--- src/rtl/sine_pkg.sv ---
// sine_pkg: shared types and defaults for the sine wave analyzer slice.
//   SAMPLE_W  - waveform sample width (unsigned)
//   MID_DEF   - default mid-scale crossing threshold
//   PERIOD_W  - default period counter / period output width
//   det_state_t - hysteresis detector states
package sine_pkg;

  localparam int unsigned SAMPLE_W = 8;
  localparam int unsigned MID_DEF  = 128;
  localparam int unsigned PERIOD_W = 16;

  typedef logic [SAMPLE_W-1:0] sample_t;

  typedef enum logic [1:0] {
    ST_SEEK,
    ST_LOW,
    ST_HIGH
  } det_state_t;

endpackage

--- src/rtl/sine_wave_analyzer_if.sv ---
// sine_wave_analyzer_if: sample stream in, measurement results out.
//   sample_in/sample_valid         - waveform samples (master -> slave)
//   period_out/peak_out/trough_out - last measured cycle (slave -> master)
//   meas_valid                     - one-cycle pulse, results updated
//   locked                         - two consecutive periods within tolerance
//   timeout                        - one-cycle pulse, period counter expired
// master: sample source / result consumer; slave: the analyzer.
interface sine_wave_analyzer_if #(
  parameter int unsigned PW = 16
);
  import sine_pkg::*;

  sample_t         sample_in;
  logic            sample_valid;
  logic [PW-1:0]   period_out;
  sample_t         peak_out;
  sample_t         trough_out;
  logic            meas_valid;
  logic            locked;
  logic            timeout;

  modport master (
    output sample_in, sample_valid,
    input  period_out, peak_out, trough_out, meas_valid, locked, timeout
  );

  modport slave (
    input  sample_in, sample_valid,
    output period_out, peak_out, trough_out, meas_valid, locked, timeout
  );
endinterface

--- src/rtl/sine_crossing_detector.sv ---
// sine_crossing_detector: hysteresis FSM that flags rising mid-scale
// crossings. Evaluated on valid samples only.
//   clk, reset_n - clock, synchronous active-low reset
//   i_sample     - waveform sample
//   i_valid      - sample valid this cycle
//   i_restart    - force the FSM back to SEEK (takes priority)
//   o_rise       - combinational strobe: this sample is a rising crossing
module sine_crossing_detector
  import sine_pkg::*;
#(
  parameter int unsigned MID  = MID_DEF,
  parameter int unsigned HYST = 8
) (
  input  logic    clk,
  input  logic    reset_n,
  input  sample_t i_sample,
  input  logic    i_valid,
  input  logic    i_restart,
  output logic    o_rise
);

  localparam sample_t RISE_TH = sample_t'(MID + HYST);
  localparam sample_t FALL_TH = sample_t'(MID - HYST);

  det_state_t r_state;
  det_state_t w_next;

  always_ff @(posedge clk) begin
    if (!reset_n) r_state <= ST_SEEK;
    else          r_state <= w_next;
  end

  always_comb begin
    w_next = r_state;
    if (i_restart) begin
      w_next = ST_SEEK;
    end else if (i_valid) begin
      case (r_state)
        ST_SEEK: if (i_sample <= FALL_TH) w_next = ST_LOW;
        ST_LOW:  if (i_sample >= RISE_TH) w_next = ST_HIGH;
        ST_HIGH: if (i_sample <= FALL_TH) w_next = ST_LOW;
        default: w_next = ST_SEEK;
      endcase
    end
  end

  always_comb begin
    o_rise = i_valid && (r_state == ST_LOW) && (i_sample >= RISE_TH);
  end

endmodule

--- src/rtl/sine_wave_analyzer.sv ---
// sine_wave_analyzer: measures period, peak and trough of each cycle of an
// unsigned sample stream, using rising mid-scale crossings with hysteresis.
//   clk      - clock
//   reset_n  - synchronous active-low reset
//   sif      - sine_wave_analyzer_if.slave (samples in, results out)
// Build option: SINE_ANALYZER_LOCK_EN enables the lock monitor (prev period
// register and tolerance comparator, parameter TOL); otherwise locked is 0.
module sine_wave_analyzer
  import sine_pkg::*;
#(
  parameter int unsigned MID  = MID_DEF,
  parameter int unsigned HYST = 8,
  parameter int unsigned PW   = PERIOD_W
`ifdef SINE_ANALYZER_LOCK_EN
  ,
  parameter int unsigned TOL  = 2
`endif
) (
  input  logic                 clk,
  input  logic                 reset_n,
  sine_wave_analyzer_if.slave  sif
);

  // Last count before the counter would overflow: 2^PW-2.
  localparam logic [PW-1:0] CNT_LAST = {{(PW-1){1'b1}}, 1'b0};

  logic [PW-1:0] r_cnt;
  sample_t       r_peak_acc;
  sample_t       r_trough_acc;
  logic          r_first_seen;

  logic [PW-1:0] r_period;
  sample_t       r_peak;
  sample_t       r_trough;
  logic          r_meas_valid;
  logic          r_timeout;

  logic          w_rise;
  logic          w_timeout;
  logic          w_meas;
  logic [PW-1:0] w_period;
  sample_t       w_peak_win;
  sample_t       w_trough_win;

  sine_crossing_detector #(
    .MID  (MID),
    .HYST (HYST)
  ) u_det (
    .clk       (clk),
    .reset_n   (reset_n),
    .i_sample  (sif.sample_in),
    .i_valid   (sif.sample_valid),
    .i_restart (w_timeout),
    .o_rise    (w_rise)
  );

  // Window extrema include the current sample, so a crossing sample is
  // folded into the result it closes.
  always_comb begin
    w_timeout    = sif.sample_valid && !w_rise && (r_cnt == CNT_LAST);
    w_meas       = w_rise && r_first_seen;
    w_period     = r_cnt + PW'(1);
    w_peak_win   = (sif.sample_in > r_peak_acc)   ? sif.sample_in : r_peak_acc;
    w_trough_win = (sif.sample_in < r_trough_acc) ? sif.sample_in : r_trough_acc;
  end

  always_ff @(posedge clk) begin
    if (!reset_n) begin
      r_cnt        <= '0;
      r_peak_acc   <= '0;
      r_trough_acc <= '1;
      r_first_seen <= 1'b0;
      r_period     <= '0;
      r_peak       <= '0;
      r_trough     <= '0;
      r_meas_valid <= 1'b0;
      r_timeout    <= 1'b0;
    end else begin
      r_meas_valid <= 1'b0;
      r_timeout    <= 1'b0;
      if (sif.sample_valid) begin
        if (w_rise) begin
          if (w_meas) begin
            r_period     <= w_period;
            r_peak       <= w_peak_win;
            r_trough     <= w_trough_win;
            r_meas_valid <= 1'b1;
          end
          r_cnt        <= '0;
          r_first_seen <= 1'b1;
          r_peak_acc   <= '0;
          r_trough_acc <= '1;
        end else if (w_timeout) begin
          r_cnt        <= '0;
          r_first_seen <= 1'b0;
          r_timeout    <= 1'b1;
          r_peak_acc   <= '0;
          r_trough_acc <= '1;
        end else begin
          r_cnt        <= r_cnt + PW'(1);
          r_peak_acc   <= w_peak_win;
          r_trough_acc <= w_trough_win;
        end
      end
    end
  end

`ifdef SINE_ANALYZER_LOCK_EN
  logic [PW-1:0] r_prev;
  logic          r_prev_ok;
  logic          r_locked;
  logic [PW:0]   w_diff;

  // |new - prev| computed in PW+1 bits: sign bit selects negation.
  always_comb begin
    w_diff = {1'b0, w_period} - {1'b0, r_prev};
    if (w_diff[PW]) w_diff = -w_diff;
  end

  always_ff @(posedge clk) begin
    if (!reset_n) begin
      r_locked  <= 1'b0;
      r_prev    <= '0;
      r_prev_ok <= 1'b0;
    end else if (w_meas) begin
      r_locked  <= r_prev_ok && (w_diff <= (PW+1)'(TOL));
      r_prev    <= w_period;
      r_prev_ok <= 1'b1;
    end else if (w_timeout) begin
      r_locked  <= 1'b0;
      r_prev_ok <= 1'b0;
    end
  end

  assign sif.locked = r_locked;
`else
  assign sif.locked = 1'b0;
`endif

  assign sif.period_out = r_period;
  assign sif.peak_out   = r_peak;
  assign sif.trough_out = r_trough;
  assign sif.meas_valid = r_meas_valid;
  assign sif.timeout    = r_timeout;

endmodule

--- src/flat_wrapper.sv ---
// flat-port wrapper written by rule: the top's interface ports become plain ports
module sine_wave_analyzer_flat import sine_pkg::*;
#(
  parameter int unsigned MID  = MID_DEF,
  parameter int unsigned HYST = 8,
  parameter int unsigned PW   = PERIOD_W

)
  (clk, reset_n, sif_sample_in, sif_sample_valid, sif_period_out, sif_peak_out, sif_trough_out, sif_meas_valid, sif_locked, sif_timeout);
  sine_wave_analyzer_if #(.PW(PW)) sif_i ();
  input  logic clk;
  input  logic reset_n;
  input wire logic [$bits(sif_i.sample_in)-1:0] sif_sample_in;
  input wire logic [$bits(sif_i.sample_valid)-1:0] sif_sample_valid;
  output wire logic [$bits(sif_i.period_out)-1:0] sif_period_out;
  output wire logic [$bits(sif_i.peak_out)-1:0] sif_peak_out;
  output wire logic [$bits(sif_i.trough_out)-1:0] sif_trough_out;
  output wire logic [$bits(sif_i.meas_valid)-1:0] sif_meas_valid;
  output wire logic [$bits(sif_i.locked)-1:0] sif_locked;
  output wire logic [$bits(sif_i.timeout)-1:0] sif_timeout;
  assign sif_i.sample_in = sif_sample_in;
  assign sif_i.sample_valid = sif_sample_valid;
  assign sif_period_out = sif_i.period_out;
  assign sif_peak_out = sif_i.peak_out;
  assign sif_trough_out = sif_i.trough_out;
  assign sif_meas_valid = sif_i.meas_valid;
  assign sif_locked = sif_i.locked;
  assign sif_timeout = sif_i.timeout;
  sine_wave_analyzer #(.MID(MID), .HYST(HYST), .PW(PW)) u_core (.clk(clk), .reset_n(reset_n), .sif(sif_i));
endmodule
--- config.mk ---
export PLATFORM = sky130hd
export DESIGN_NAME = sine_wave_analyzer_flat
export DESIGN_NICKNAME = d
export VERILOG_FILES = /design/src/rtl/sine_pkg.sv /design/src/rtl/sine_wave_analyzer_if.sv /design/src/rtl/sine_crossing_detector.sv /design/src/rtl/sine_wave_analyzer.sv /design/src/flat_wrapper.sv
export SDC_FILE = /design/constraint.sdc
export NUM_CORES = 1
export LEC_CHECK = 0
export CAP_MARGIN = 20
export CORE_UTILIZATION = 25
export CTS_CLUSTER_DIAMETER = 80
export DETAILED_ROUTE_END_ITERATION = 8
export PLACE_DENSITY = 0.45
export SLEW_MARGIN = 20
export SYNTH_ARGS = -nofsm -noshare
export SYNTH_HDL_FRONTEND = slang
export SYNTH_SLANG_ARGS = --single-unit
--- constraint.sdc ---
create_clock -name clk -period 3.35 [get_ports clk]
set_input_delay 0.5025 -clock clk [delete_from_list [all_inputs] [get_ports clk]]
set_output_delay 0.5025 -clock clk [all_outputs]
set_load 0.1 [all_outputs]
; Yosys cells after proc, flatten, opt, wreduce, memory -nomap -nowiden
; Index checks and enable logic that the tools add are counted.
[classes]
n_addsub = 1
eq_ne = 5
bitwise_logic = 2
reduce_logical = 15
order_cmp = 4
n_mux = 15
[ops]
columns = cell, count
row1 = two-way mux 8 bit, 6
row2 = two-way mux 16 bit, 2
row3 = "adder 16 x 1 -> 16 bit, second input constant", 1
row4 = "== test 16 bit, second input constant", 1
row5 = AND reduction 3 bit, 3
row6 = "greater-or-equal comparator 8 bit, second input constant", 1
row7 = > comparator 8 bit, 1
row8 = "less-or-equal comparator 8 x 7 -> 1 bit, second input constant", 1
row9 = less-than comparator 8 bit, 1
row10 = logical AND 1 bit, 5
row11 = two-way mux 1 bit, 4
row12 = two-way mux 2 bit, 2
row13 = "!= test 2 x 1 -> 1 bit, second input constant", 2
row14 = one-hot mux 2 bit (2 select lines), 1
row15 = OR reduction 2 bit, 2
row16 = OR reduction 3 bit, 1
row17 = "== test 2 x 1 -> 1 bit, second input constant", 1
row18 = "== test 2 bit, second input constant", 1
row19 = zero test 2 bit, 1
row20 = inverter 1 bit, 2
row21 = AND reduction 2 bit, 1
row22 = nonzero test 2 bit, 1
row23 = zero test 1 bit, 1
[totals]
wordCells = 52
register_bits = 69
input_bits = 11

; Longest topological paths before layout
[logic_depth]
depth_word = 8
ltp_mapped = 9

; Hierarchy
; Synthesis repeated with hierarchy kept, for this count alone.
[unflattened]
cells_unflattened = 422
hier_area_um2 = 3633.5
[modules_own_cells]
columns = mod, n_inst, cells_each, area_each_um2
row1 = sine_wave_analyzer, 1, 405, 3469.6
row2 = sine_crossing_detector, 1, 17, 163.9

; Least setup slack after synthesis
; OpenSTA, ideal clock, no wires.
[synth_path]
path_type = input -> register
startpoint = input port sif_sample_in[2]
endpoint = register u_core.r_trough[0] (netlist: u_core.sif.trough_out[0])
slack_ps = 1135
t_required_ps = 3217
setup_time_ps = 133
arrival_time_ps = 2082
cell_stages = 7
path_buffers = 1
path_cell_list = ha_1 -> a211oi_1 -> o21ai_0 -> a211oi_1 -> buf_2 -> mux2i_1 -> a21oi_1
[synth_between]
elab_chain_len = 4
[synth_lines]
columns = element, line_no
row1 = start: declaration, flat_wrapper.sv:13  ; input wire logic [$bits(sif_i.sample_in)-1:0] sif_sample_in;
row2 = greater-or-equal comparator 8 bit, sine_crossing_detector.sv:48  ; o_rise = i_valid && (r_state == ST_LOW) && (i_sample >= RISE_TH);
row3 = logical AND 1 bit, sine_crossing_detector.sv:48
row4 = logical AND 1 bit, sine_wave_analyzer.sv:61  ; w_meas = w_rise && r_first_seen;
row5 = AND reduction 3 bit (no source line), n/a
row6 = end signal: assignment, sine_wave_analyzer.sv:86  ; r_trough <= w_trough_win;
row7 = end: declaration, sine_wave_analyzer.sv:34  ; sample_t r_trough;
; Several ways; a longest one is shown, not always the timed one.
; A chain may end at the register's enable or synchronous reset.

; Worst setup path in the final report
[layout_path]
startpoint = input port sif_sample_in[6]
endpoint = register u_core.r_peak_acc[0]
[layout_between]
elab_chain_len = 7
[layout_lines]
columns = element, line_no
row1 = greater-or-equal comparator 8 bit, sine_crossing_detector.sv:48
row2 = logical AND 1 bit, sine_crossing_detector.sv:48
row3 = zero test 1 bit, sine_wave_analyzer.sv:60  ; w_timeout = sif.sample_valid && !w_rise && (r_cnt == CNT_LAST);
row4 = logical AND 1 bit (2 in series), sine_wave_analyzer.sv:60
row5 = two-way mux 8 bit, sine_wave_analyzer.sv:93  ; end else if (w_timeout) begin
row6 = two-way mux 8 bit *, sine_wave_analyzer.sv:82  ; if (w_rise) begin
row7 = end signal: assignment, sine_wave_analyzer.sv:101  ; r_peak_acc <= w_peak_win;
row8 = end: declaration, sine_wave_analyzer.sv:28  ; sample_t r_peak_acc;
; Every way passes the cells marked *; elsewhere a longest branch is shown, timed or not.

==> impl_metrics.env <==
export IMPL_worst_setup_path_end_kind="register"
export IMPL_grt_remaining_overflow=0
export IMPL_clkLatencyLatePin_ps=330
export IMPL_muxShareOfSynthArea=0.0201
export IMPL_yosysTopAreaCell="dfxtp_1"
export IMPL_wl_met3_um=273
export IMPL_path_clk_slew_ps=60
export IMPL_route_met2_wl_mm=4.43
export IMPL_rsz0062_at_grt="no"
export IMPL_synthAdderAreaFrac=0.0611
export IMPL_drt_iter0_drc=156
export IMPL_cap_violations=0
export IMPL_synth_xor_area_frac=0.0302
export IMPL_critPathMaxStageDelay_ps=660
export IMPL_pwr_share_clk=0.496
export IMPL_final_common_cell="dfxtp_1"
export IMPL_crit_chain="clkdlybuf4s50_1 > or4_1 > a21oi_1 > nand3_2 > a21oi_2 > a32o_1"
export IMPL_slew_viol_final=0
export IMPL_yosysSeqAreaShare=0.397
export IMPL_reg2reg_slack_ps=1170
export IMPL_crit_slowest_cell="or4_1"
export IMPL_r2r_end="u_core.r_peak_acc[0]$_SDFFE_PN0P_"
export IMPL_nets=458
export IMPL_numCtsBuffers=9
export IMPL_fmaxAchievable_mhz=383
export IMPL_m1WireLength_mm=4.24
export IMPL_ys_seq_elements=69
export IMPL_die_y_um=120
export IMPL_yosys_area_share_simple=0.180
export IMPL_fin_skew_ps=8.19
export IMPL_synthTopCellsByArea="dfxtp_1 40%, ha_1 6.1%, o21ai_0 4.6%"
export IMPL_ctsLongestPathBuffers=2
export IMPL_drc_errors=0
export IMPL_comb_power_share=0.097
export IMPL_ff2ff_path_depth=5
export IMPL_fin_setup_tns_ps=0
export IMPL_synth_cell_types=54
export IMPL_die_width_um=120
export IMPL_cp_max_fo=9
export IMPL_core_area_um2=13400
export IMPL_antenna_cells=0
export IMPL_syn_cell_area_um2=3480
export IMPL_final_core_util=0.329
export IMPL_synth_compound_area_share=0.247
export IMPL_dr_pass1_iters=4
export IMPL_syn_to_final_growth_pct=26.6
export IMPL_worstHoldPathCells=2
export IMPL_worst_pin_slew_ps=982
export IMPL_p_int_mw=1.61
export IMPL_setup_violations=0
export IMPL_power_frac_seq=0.407
export IMPL_die_area_um2=14400
export IMPL_async_reset_ff_frac=0
export IMPL_ys_warn_count=0
export IMPL_finalPower_mw=2.10
export IMPL_grt_pass1_vias=2976
export IMPL_io_buffer_count=44
export IMPL_final_hold_viol_count=0
export IMPL_worstHoldStart="u_core.r_trough_acc[0]$_SDFFE_PN1P_"
export IMPL_antenna_found_initial=0
export IMPL_ant_nets=0
export IMPL_clock_sinks=69
export IMPL_reg2reg_from="u_core.r_cnt[2]$_SDFFE_PN0P_"
export IMPL_min_to="u_core.r_trough_acc[0]$_SDFFE_PN1P_"
export IMPL_cts_root_buf="clkbuf_16"
export IMPL_p_leak_nw=1.75
export IMPL_ctsHoldBuffers=0
export IMPL_io_pins=46
export IMPL_htreeDepth=3
export IMPL_drive_above_1_share=0.0828
export IMPL_post_cts_setup_buffer_count=0
export IMPL_rows=42
export IMPL_status="finished, final reports clean"
export IMPL_cts_resized_gates=0
export IMPL_synth_top_family_by_area="compound AO/OA/AOI/OAI gates"
export IMPL_grt_start_max_net_pins=56
export IMPL_synth_edf_count=0
export IMPL_track_usage=0.133
export IMPL_syn_nets=423
export IMPL_critPathArrivalTime_ps=2890
export IMPL_gp_congestion=0.783
export IMPL_finalCriticalPeriod_ps=2610
export IMPL_wl_mm=9.13
export IMPL_synth_cells=395
export IMPL_cts_tree="yes"
export IMPL_avgSynthCellArea_um2=8.82
export IMPL_swShare=0.233
export IMPL_crit_type="in2reg"
export IMPL_grt_pass1_wl_mm=15.0
export IMPL_max_slew_margin=0.343
export IMPL_startpoint_type="input port"
export IMPL_via_per_inst=4.93
export IMPL_routedWlPerCell_um=14.9
export IMPL_nFillCells=1407
export IMPL_synth_ff_type="dfxtp_1"
export IMPL_cp_data_required_time_ps=3620
export IMPL_hold_path_class="reg2reg"
export IMPL_yosysTopAreaCellShare=0.397
export IMPL_highest_layer="met4"
export IMPL_initial_core_util=0.260
export IMPL_p_switching_mw=0.489
export IMPL_layout_common_cells="69 x dfxtp_1, 43 x clkdlybuf4s50_1, 32 x o21ai_0"
export IMPL_p_per_area_nw_per_um2=476
export IMPL_min_period_over_period=0.780
export IMPL_setup_ws_ps=737
export IMPL_ir_drop_mv=0.209
export IMPL_dpl_worst_slack_ps=403
export IMPL_dr_total_vias=3015
export IMPL_dp_final_hpwl_mm=6.34
[routing by layer]
| metal | track usage | vias up |
|---|---|---|
| met5 | 0 | - |
| met4 | 0.0547 | 0 |
| met3 | 0.0276 | 14 |
| met2 | 0.233 | 53 |
| met1 | 0.156 | 1433 |
| li1 | - | 1515 |
[synthesized netlist by cell type (2+ instances only)]
cell       instances
a211oi_1          17
nor2b_1            7
xor2_1             4
o21ai_2            2
or4_1              2
dfxtp_1           69
a31oi_1            3
o2bb2ai_1          3
clkbuf_1          16
buf_2             10
a21oi_1           21
a32o_1            10
o21a_1             3
nand4_1           11
a32oi_1            8
a21boi_0           2
o21ai_0           32
xnor2_1            8
and2_1             7
nand2_1           22
nor2_1            26
o211a_1            9
inv_1             23
nor3_1             8
o22ai_1            2
and4_1             3
ha_1              17
nand3_1           11
mux2i_1            7
o211ai_1           3
nor3b_1            5
o21ai_4            2
[power groups by stage]
stage | Sequential (mW) | Combinational (mW) | Clock (mW)
6_report | 0.854 | 0.204 | 1.04
5_1_grt | 0.856 | 0.229 | 1.11
4_1_cts | 0.854 | 0.206 | 1.07
3_5_place_dp | 0.872 | 0.205 | 0
3_3_place_gp | 0.871 | 0.203 | 0
2_1_floorplan | 0.873 | 0.131 | 0
[flip-flops by register name, indices dropped and copies added, names as in the netlist, 2 cells and up]
name	flops
u_core.sif.trough_out	8
u_core.u_det.r_state	2
u_core.r_peak_acc	8
u_core.sif.peak_out	8
u_core.sif.period_out	16
u_core.r_cnt	16
u_core.r_trough_acc	8
[cells by family (layout without fill, tap and decap cells)]
| logic type | count (synthesis) | in the layout |
|---|---|---|
| AOI/OAI and AO/OA | 122 | 122 |
| xor gates and xnor gates | 12 | 12 |
| adders and majority gates | 17 | 17 |
| buffers and inverters | 53 | 93 |
| DFF | 69 | 69 |
| muxes | 7 | 7 |
| other | 1 | 1 |
| and+or+nand+nor | 114 | 114 |
[metrics by stage]
| stage | hold slack [ps] | std cells | area, um2 |
|---|---|---|---|
| 2_1_floorplan | 457 | 395 | 3480 |
| 3_3_place_gp | 468 | 595 | 4080 |
| 3_5_place_dp | 475 | 595 | 4080 |
| 4_1_cts | 486 | 611 | 4410 |
| 5_1_grt | 518 | 611 | 4410 |
| 6_report | 482 | 611 | 4410 |
[layout make-up]
cell class	count	area, um2	share of cell area
Sequential cell	69	1380	0.313
Tap cell	176	220	0.0500
Timing Repair Buffer	53	503	0.114
Inverter	24	90.1	0.0204
Clock buffer	13	260	0.0591
Multi-Input combinational cell	273	1880	0.428
Clock inverter	3	67.6	0.0153
[worst max-delay path by stage]
stage / end / slack (ps) / depth (start not counted) / from
after floorplan: u_core.sif.trough_out[0]$_SDFFE_PN0P_ / 1140 / 7 / sif_sample_in[2]
after global placement: u_core.r_peak_acc[7]$_SDFFE_PN0P_ / 440 / 7 / sif_sample_in[6]
after detailed placement: u_core.r_peak_acc[0]$_SDFFE_PN0P_ / 400 / 6 / sif_sample_in[6]
after CTS: u_core.r_peak_acc[0]$_SDFFE_PN0P_ / 750 / 6 / sif_sample_in[6]
after global routing: u_core.r_peak_acc[7]$_SDFFE_PN0P_ / 630 / 6 / sif_sample_in[6]
final: u_core.r_peak_acc[0]$_SDFFE_PN0P_ / 740 / 6 / sif_sample_in[6]
[critical path, delay by kind of cell]
| family | cells | cell delay, ps |
|---|---|---|
| AO/OA/AOI/OAI | 3 | 860 |
| buffers and inverters | 1 | 630 |
| AND/OR/NAND/NOR | 2 | 880 |
No activity file was read; power rests on OpenSTA's default activity.
